## src/rtl/wide_adder_seq.sv

```systemverilog
// wide_adder_seq: sequential multi-precision adder.
//
// Adds two WIDTH-bit operands (WIDTH = N*WORDS) one N-bit slice per cycle,
// least-significant slice first, through a single n_bit_adder slice with a
// registered carry between slices. Operands are accepted and results are
// returned over valid/ready handshakes.
//
// Optional feature: define WIDE_ADD_OVF_EN to add the `ovf` port, which
// reports two's-complement overflow of a + b + cin.
//
// State   | meaning
// --------+---------------------------------------------------------------
// IDLE    | waiting for operands; in_ready = 1
// RUN     | one slice per cycle, idx = slice being added this cycle
// DONE    | result held stable; out_valid = 1 until out_ready is seen

module n_bit_adder #(
    parameter int N = 4
) (
    input  logic [N-1:0] a,
    input  logic [N-1:0] b,
    input  logic         cin,
    output logic [N-1:0] sum,
    output logic         cout
);

    // Plain unsigned N-bit add with carry in/out.
    always_comb begin
        {cout, sum} = {1'b0, a} + {1'b0, b} + {{N{1'b0}}, cin};
    end

endmodule

module wide_adder_seq #(
    parameter int N     = 4,
    parameter int WORDS = 4
) (
    input  logic               clk,
    input  logic               rst,
    input  logic               in_valid,
    output logic               in_ready,
    input  logic [N*WORDS-1:0] a,
    input  logic [N*WORDS-1:0] b,
    input  logic               cin,
    output logic               out_valid,
    input  logic               out_ready,
    output logic [N*WORDS-1:0] sum,
    output logic               cout
`ifdef WIDE_ADD_OVF_EN
    ,
    output logic               ovf
`endif
);

    localparam int WIDTH = N * WORDS;
    // idx must be at least one bit wide even when WORDS == 1.
    localparam int IDX_W = (WORDS > 1) ? $clog2(WORDS) : 1;

    typedef enum logic [1:0] {
        IDLE = 2'd0,
        RUN  = 2'd1,
        DONE = 2'd2
    } state_t;

    state_t             state;
    state_t             state_nxt;
    logic [IDX_W-1:0]   idx;
    logic               carry;
    logic [WIDTH-1:0]   a_reg;
    logic [WIDTH-1:0]   b_reg;

    logic [N-1:0]       slice_a;
    logic [N-1:0]       slice_b;
    logic [N-1:0]       slice_sum;
    logic               slice_cout;
    logic               accept;
    logic               last;

    assign accept = in_valid && in_ready;
    assign last   = (idx == IDX_W'(WORDS - 1));

    // State register; reset abandons any in-flight operation.
    always_ff @(posedge clk) begin
        if (rst) begin
            state <= IDLE;
        end else begin
            state <= state_nxt;
        end
    end

    // Next-state decode.
    always_comb begin
        state_nxt = state;
        case (state)
            IDLE:    if (in_valid) state_nxt = RUN;
            RUN:     if (last) state_nxt = DONE;
            DONE:    if (out_ready) state_nxt = IDLE;
            default: state_nxt = IDLE;
        endcase
    end

    // Handshake outputs decoded from registered state only.
    always_comb begin
        in_ready  = (state == IDLE);
        out_valid = (state == DONE);
    end

    // Operand capture on accept; these registers carry no reset.
    always_ff @(posedge clk) begin
        if (accept) begin
            a_reg <= a;
            b_reg <= b;
        end
    end

    // Select the operand slices addressed by idx.
    always_comb begin
        slice_a = '0;
        slice_b = '0;
        for (int w = 0; w < WORDS; w++) begin
            if (idx == IDX_W'(w)) begin
                slice_a = a_reg[w*N +: N];
                slice_b = b_reg[w*N +: N];
            end
        end
    end

    n_bit_adder #(.N(N)) u_slice (
        .a    (slice_a),
        .b    (slice_b),
        .cin  (carry),
        .sum  (slice_sum),
        .cout (slice_cout)
    );

    // Slice sequencing, carry chaining and result collection.
    always_ff @(posedge clk) begin
        if (rst) begin
            idx   <= '0;
            carry <= 1'b0;
            sum   <= '0;
            cout  <= 1'b0;
`ifdef WIDE_ADD_OVF_EN
            ovf   <= 1'b0;
`endif
        end else begin
            case (state)
                IDLE: begin
                    if (accept) begin
                        idx   <= '0;
                        carry <= cin;
                        sum   <= '0;
                    end
                end
                RUN: begin
                    for (int w = 0; w < WORDS; w++) begin
                        if (idx == IDX_W'(w)) begin
                            sum[w*N +: N] <= slice_sum;
                        end
                    end
                    carry <= slice_cout;
                    idx   <= idx + 1'b1;
                    if (last) begin
                        cout <= slice_cout;
`ifdef WIDE_ADD_OVF_EN
                        // The top slice's sum MSB is the new result sign.
                        ovf  <= (a_reg[WIDTH-1] == b_reg[WIDTH-1]) &&
                                (slice_sum[N-1] != a_reg[WIDTH-1]);
`endif
                    end
                end
                default: begin
                end
            endcase
        end
    end

endmodule

```

## config.mk

```make
export PLATFORM = sky130hd
export DESIGN_NAME = wide_adder_seq
export DESIGN_NICKNAME = d
export VERILOG_FILES = /design/src/rtl/wide_adder_seq.sv
export SDC_FILE = /design/constraint.sdc
export NUM_CORES = 1
export LEC_CHECK = 0
export BUFFER_PORTS_ARGS = -buffer_cell sky130_fd_sc_hd__buf_2
export CAP_MARGIN = 0
export CORE_UTILIZATION = 57
export DETAILED_ROUTE_END_ITERATION = 12
export GPL_ROUTABILITY_DRIVEN = 0
export GPL_TIMING_DRIVEN = 1
export MAX_ROUTING_LAYER = met4
export PLACE_DENSITY = 0.85
export SYNTH_ARGS = -nofsm -noshare
export SYNTH_HDL_FRONTEND = slang
export SYNTH_SLANG_ARGS = --single-unit
```

## constraint.sdc

```tcl
create_clock -name clk -period 5.4 [get_ports clk]
set_input_delay 1.08 -clock clk [delete_from_list [all_inputs] [get_ports clk]]
set_output_delay 1.08 -clock clk [all_outputs]
set_load 0.005 [all_outputs]
```

==> results.py <==
metrics = {
    "critical_path": {
        "max_stage_delay_ns": 0.61,
        "cpLargestDelayFamily": "adder cells",
        "crit_fanout": 20,
        "critPathBufInv": 1,
        "worstSetupStartpointType": "register",
        "crit_chain": "inv_1 > ha_1 > a21oi_1 > o21ai_0 > a22oi_1 > fa_1 > fa_1 > nor2b_1 > o21a_1 > o21ai_0 > a21oi_1",
        "timing.rr.start": "idx[0]",
        "worstRegToRegCells": 11,
        "worstSetupStartpoint": "idx[0]",
        "cp.required_ns": 5.64,
        "endpoint_kind": "register",
        "arrival_ns": 3.14,
        "cp.depth": 11,
        "r2r_slack_ns": 2.49,
        "crit_type": "register to register",
        "slowest_stage": "ha_1",
    },
    "sta": {
        "tns_ns": 0,
        "slew_headroom": 0.533,
        "min_period_over_period": 0.538,
        "final_max_slew_viol_count": 0,
        "fmax_ghz": 0.344,
        "whs_ns": 0.494,
        "rsz0062_at_grt": "false",
        "final-setup-viol-count": 0,
        "fin_worst_skew_ns": 0.00733,
        "period_needed_ns": 2.91,
        "worstMarginPinSlew_ns": 0.701,
        "finalHoldViolCount": 0,
    },
    "synth": {
        "async_flop_share": 0,
        "synth_edf_count": 32,
        "avgSynthCellArea_sq_um": 11.3,
        "synthCells": 213,
        "synthDistinctLibCells": 36,
        "synth.most_common_cell": "edfxtp_1",
        "synthFlopType": "edfxtp_1",
        "ys_ff_latch": 54,
        "ys_warn_count": 0,
        "yosys-top-cells-area": "edfxtp_1 40%, dfxtp_1 18%, a21oi_1 4.6%",
        "yosys.area.top_type": "edfxtp_1",
        "synth_seq_area_share": 0.583,
        "ys_top_cells_by_count": "32 x edfxtp_1, 22 x a21oi_1, 22 x dfxtp_1, 22 x nor2_1, 17 x nand2_1",
        "synth_nets": 259,
        "netlist_area_sq_um": 2400,
        "synth_top_cell_area_share": 0.400,
    },
    "routing": {
        "drt_wl_total_um": 4170,
        "vias": 1690,
        "antenna_left": 0,
        "viasPerCell": 5.37,
        "drc_errors": 0,
        "dr.pass1.iters": 4,
        "post_drt_wl_per_cell_um": 13.2,
        "drt_iter0_drc": 108,
    },
    "floorplanning": {
        "die_x_um": 67.0,
        "die-area_sq_um": 4480,
        "start_util": 0.597,
        "row_count": 23,
        "pin_count": 56,
        "core_area_sq_um": 4030,
        "fp.dieH_um": 67.0,
    },
    "clocking": {
        "cts_sinks": 54,
        "cts.htree.levels": 2,
        "clk_latency_ns": 0.30,
        "clk_pin_slew_worst_paths_ns": 0.09,
        "ctsResizeCount": 0,
        "post_cts_buffers": 0,
        "cts_tree": "yes",
        "cts-root-buf": "clkbuf_8",
        "clk_path_buf_depth": 2,
        "hold_buffers": 0,
        "cts_buffers": 5,
    },
    "grt": {
        "grt_overflow": 0,
        "grt_pass1_vias": 1568,
        "grt_max_degree": 39,
        "antenna_found_initial": 0,
        "grt_usage": 0.218,
        "grt_pass1_wl_um": 6850,
    },
    "placed_design": {
        "dp.final_hpwl_um": 2880,
        "io_buffers": 55,
        "numPlacedInstances": 307,
    },
    "cells_and_area": {
        "layout.nets": 310,
        "synthToLayoutAreaGrowth_pct": 14.6,
        "finalNonFillerCells": 315,
        "fillers": 328,
        "antennaDiodeCount": 0,
        "regArea_sq_um": 1400,
        "multi_input_area_sq_um": 887,
        "final_layout_size_suffix_gt1_frac": 0.272,
    },
    "min_path": {
        "hold_depth": 2,
        "hold_path_class": "register to register",
        "worstHoldStart": "sum[8]",
    },
    "outcome": {
        "status": "completed",
    },
    "power_and_ir_drop": {
        "p_leak_nw": 1.15,
        "ir_drop_uv": 234,
        "p_per_area_nw_per_um2": 307,
    },
    "flow_run": {
        "maxCapViolCount": 0,
    },
}
-- final timing paths --
path | to
worst max-delay path | carry
worst min-delay path | sum[8]
worst max register to register | carry
worst min register to register | sum[8]
-- worst reg2reg max path: cells and delay by family, from the launching register on --
family	cells	cell delay, ns
AND/OR/NAND/NOR	1	0.20
buffers and inverters	1	0.09
flip-flops	1	0.36
adder cells (fa/ha/maj)	3	1.50
AO/OA/AOI/OAI	6	0.70
-- layer usage --
| metal | vias to the layer above | routed length (um) | track usage |
|---|---|---|---|
| li1 | 859 | - | - |
| met1 | 777 | 1860 | 0.261 |
| met2 | 45 | 2050 | 0.347 |
| met3 | 9 | 161 | 0.0565 |
| met4 | 0 | 102 | 0.0984 |
| met5 | - | 0 | - |
-- report_power, final --
group	internal, mW	switching (mW)	leakage [nW]	total, mW
Sequential	0.463	0.0106	0.485	0.474
Clock	0.0941	0.119	0.0425	0.213
Combinational	0.0716	0.0884	0.623	0.160
Total	0.629	0.218	1.15	0.846
-- kinds of logic after synthesis --
group | share of synthesized area
DFF | 0.583
buffers and inverters | 0.0484
AOI/OAI and AO/OA | 0.142
adders and majority gates | 0.0531
muxes | 0.0250
and+or+nand+nor | 0.149
-- area by class of cell --
class,instances,area share
timing repair buffer,56,0.103
tap,50,0.0227
sequential,54,0.508
multi-input combinational,136,0.322
clock buffer,8,0.0295
inverter,11,0.0150
-- through the flow --
| step | worst slack (ns) | power (mW) | cell area [sq um] | utilization |
|---|---|---|---|---|
| floorplan | 2.72 | 0.598 | 2400 | - |
| global placement | 2.64 | 0.638 | 2680 | 0.664 |
| detailed placement | 2.55 | 0.643 | 2680 | 0.664 |
| CTS | 2.50 | 0.852 | 2760 | 0.684 |
| global route | 2.15 | 0.888 | 2760 | 0.684 |
| finish | 2.49 | 0.846 | 2760 | 0.684 |
-- cells in the final DEF, fill, tap and decap left out, drive strengths merged --
cell	synthesis	final
fa	2	2
edfxtp	32	32
inv	11	11
nand4	6	6
clkbuf	7	8
dfxtp	22	22
or2b	1	1
nor2	22	22
a22oi	4	4
nor3	2	2
o311ai	1	1
a2bb2oi	6	6
nand3b	7	7
nor3b	1	1
nand2	17	17
a21oi	26	26
nor2b	4	4
and2b	1	1
mux2i	6	6
nand3	5	5
ha	7	7
nand2b	2	2
buf	5	56
o21a	2	2
a211oi	1	1
a22o	1	1
o21ai	12	12
(Power assumes the default switching activity.)
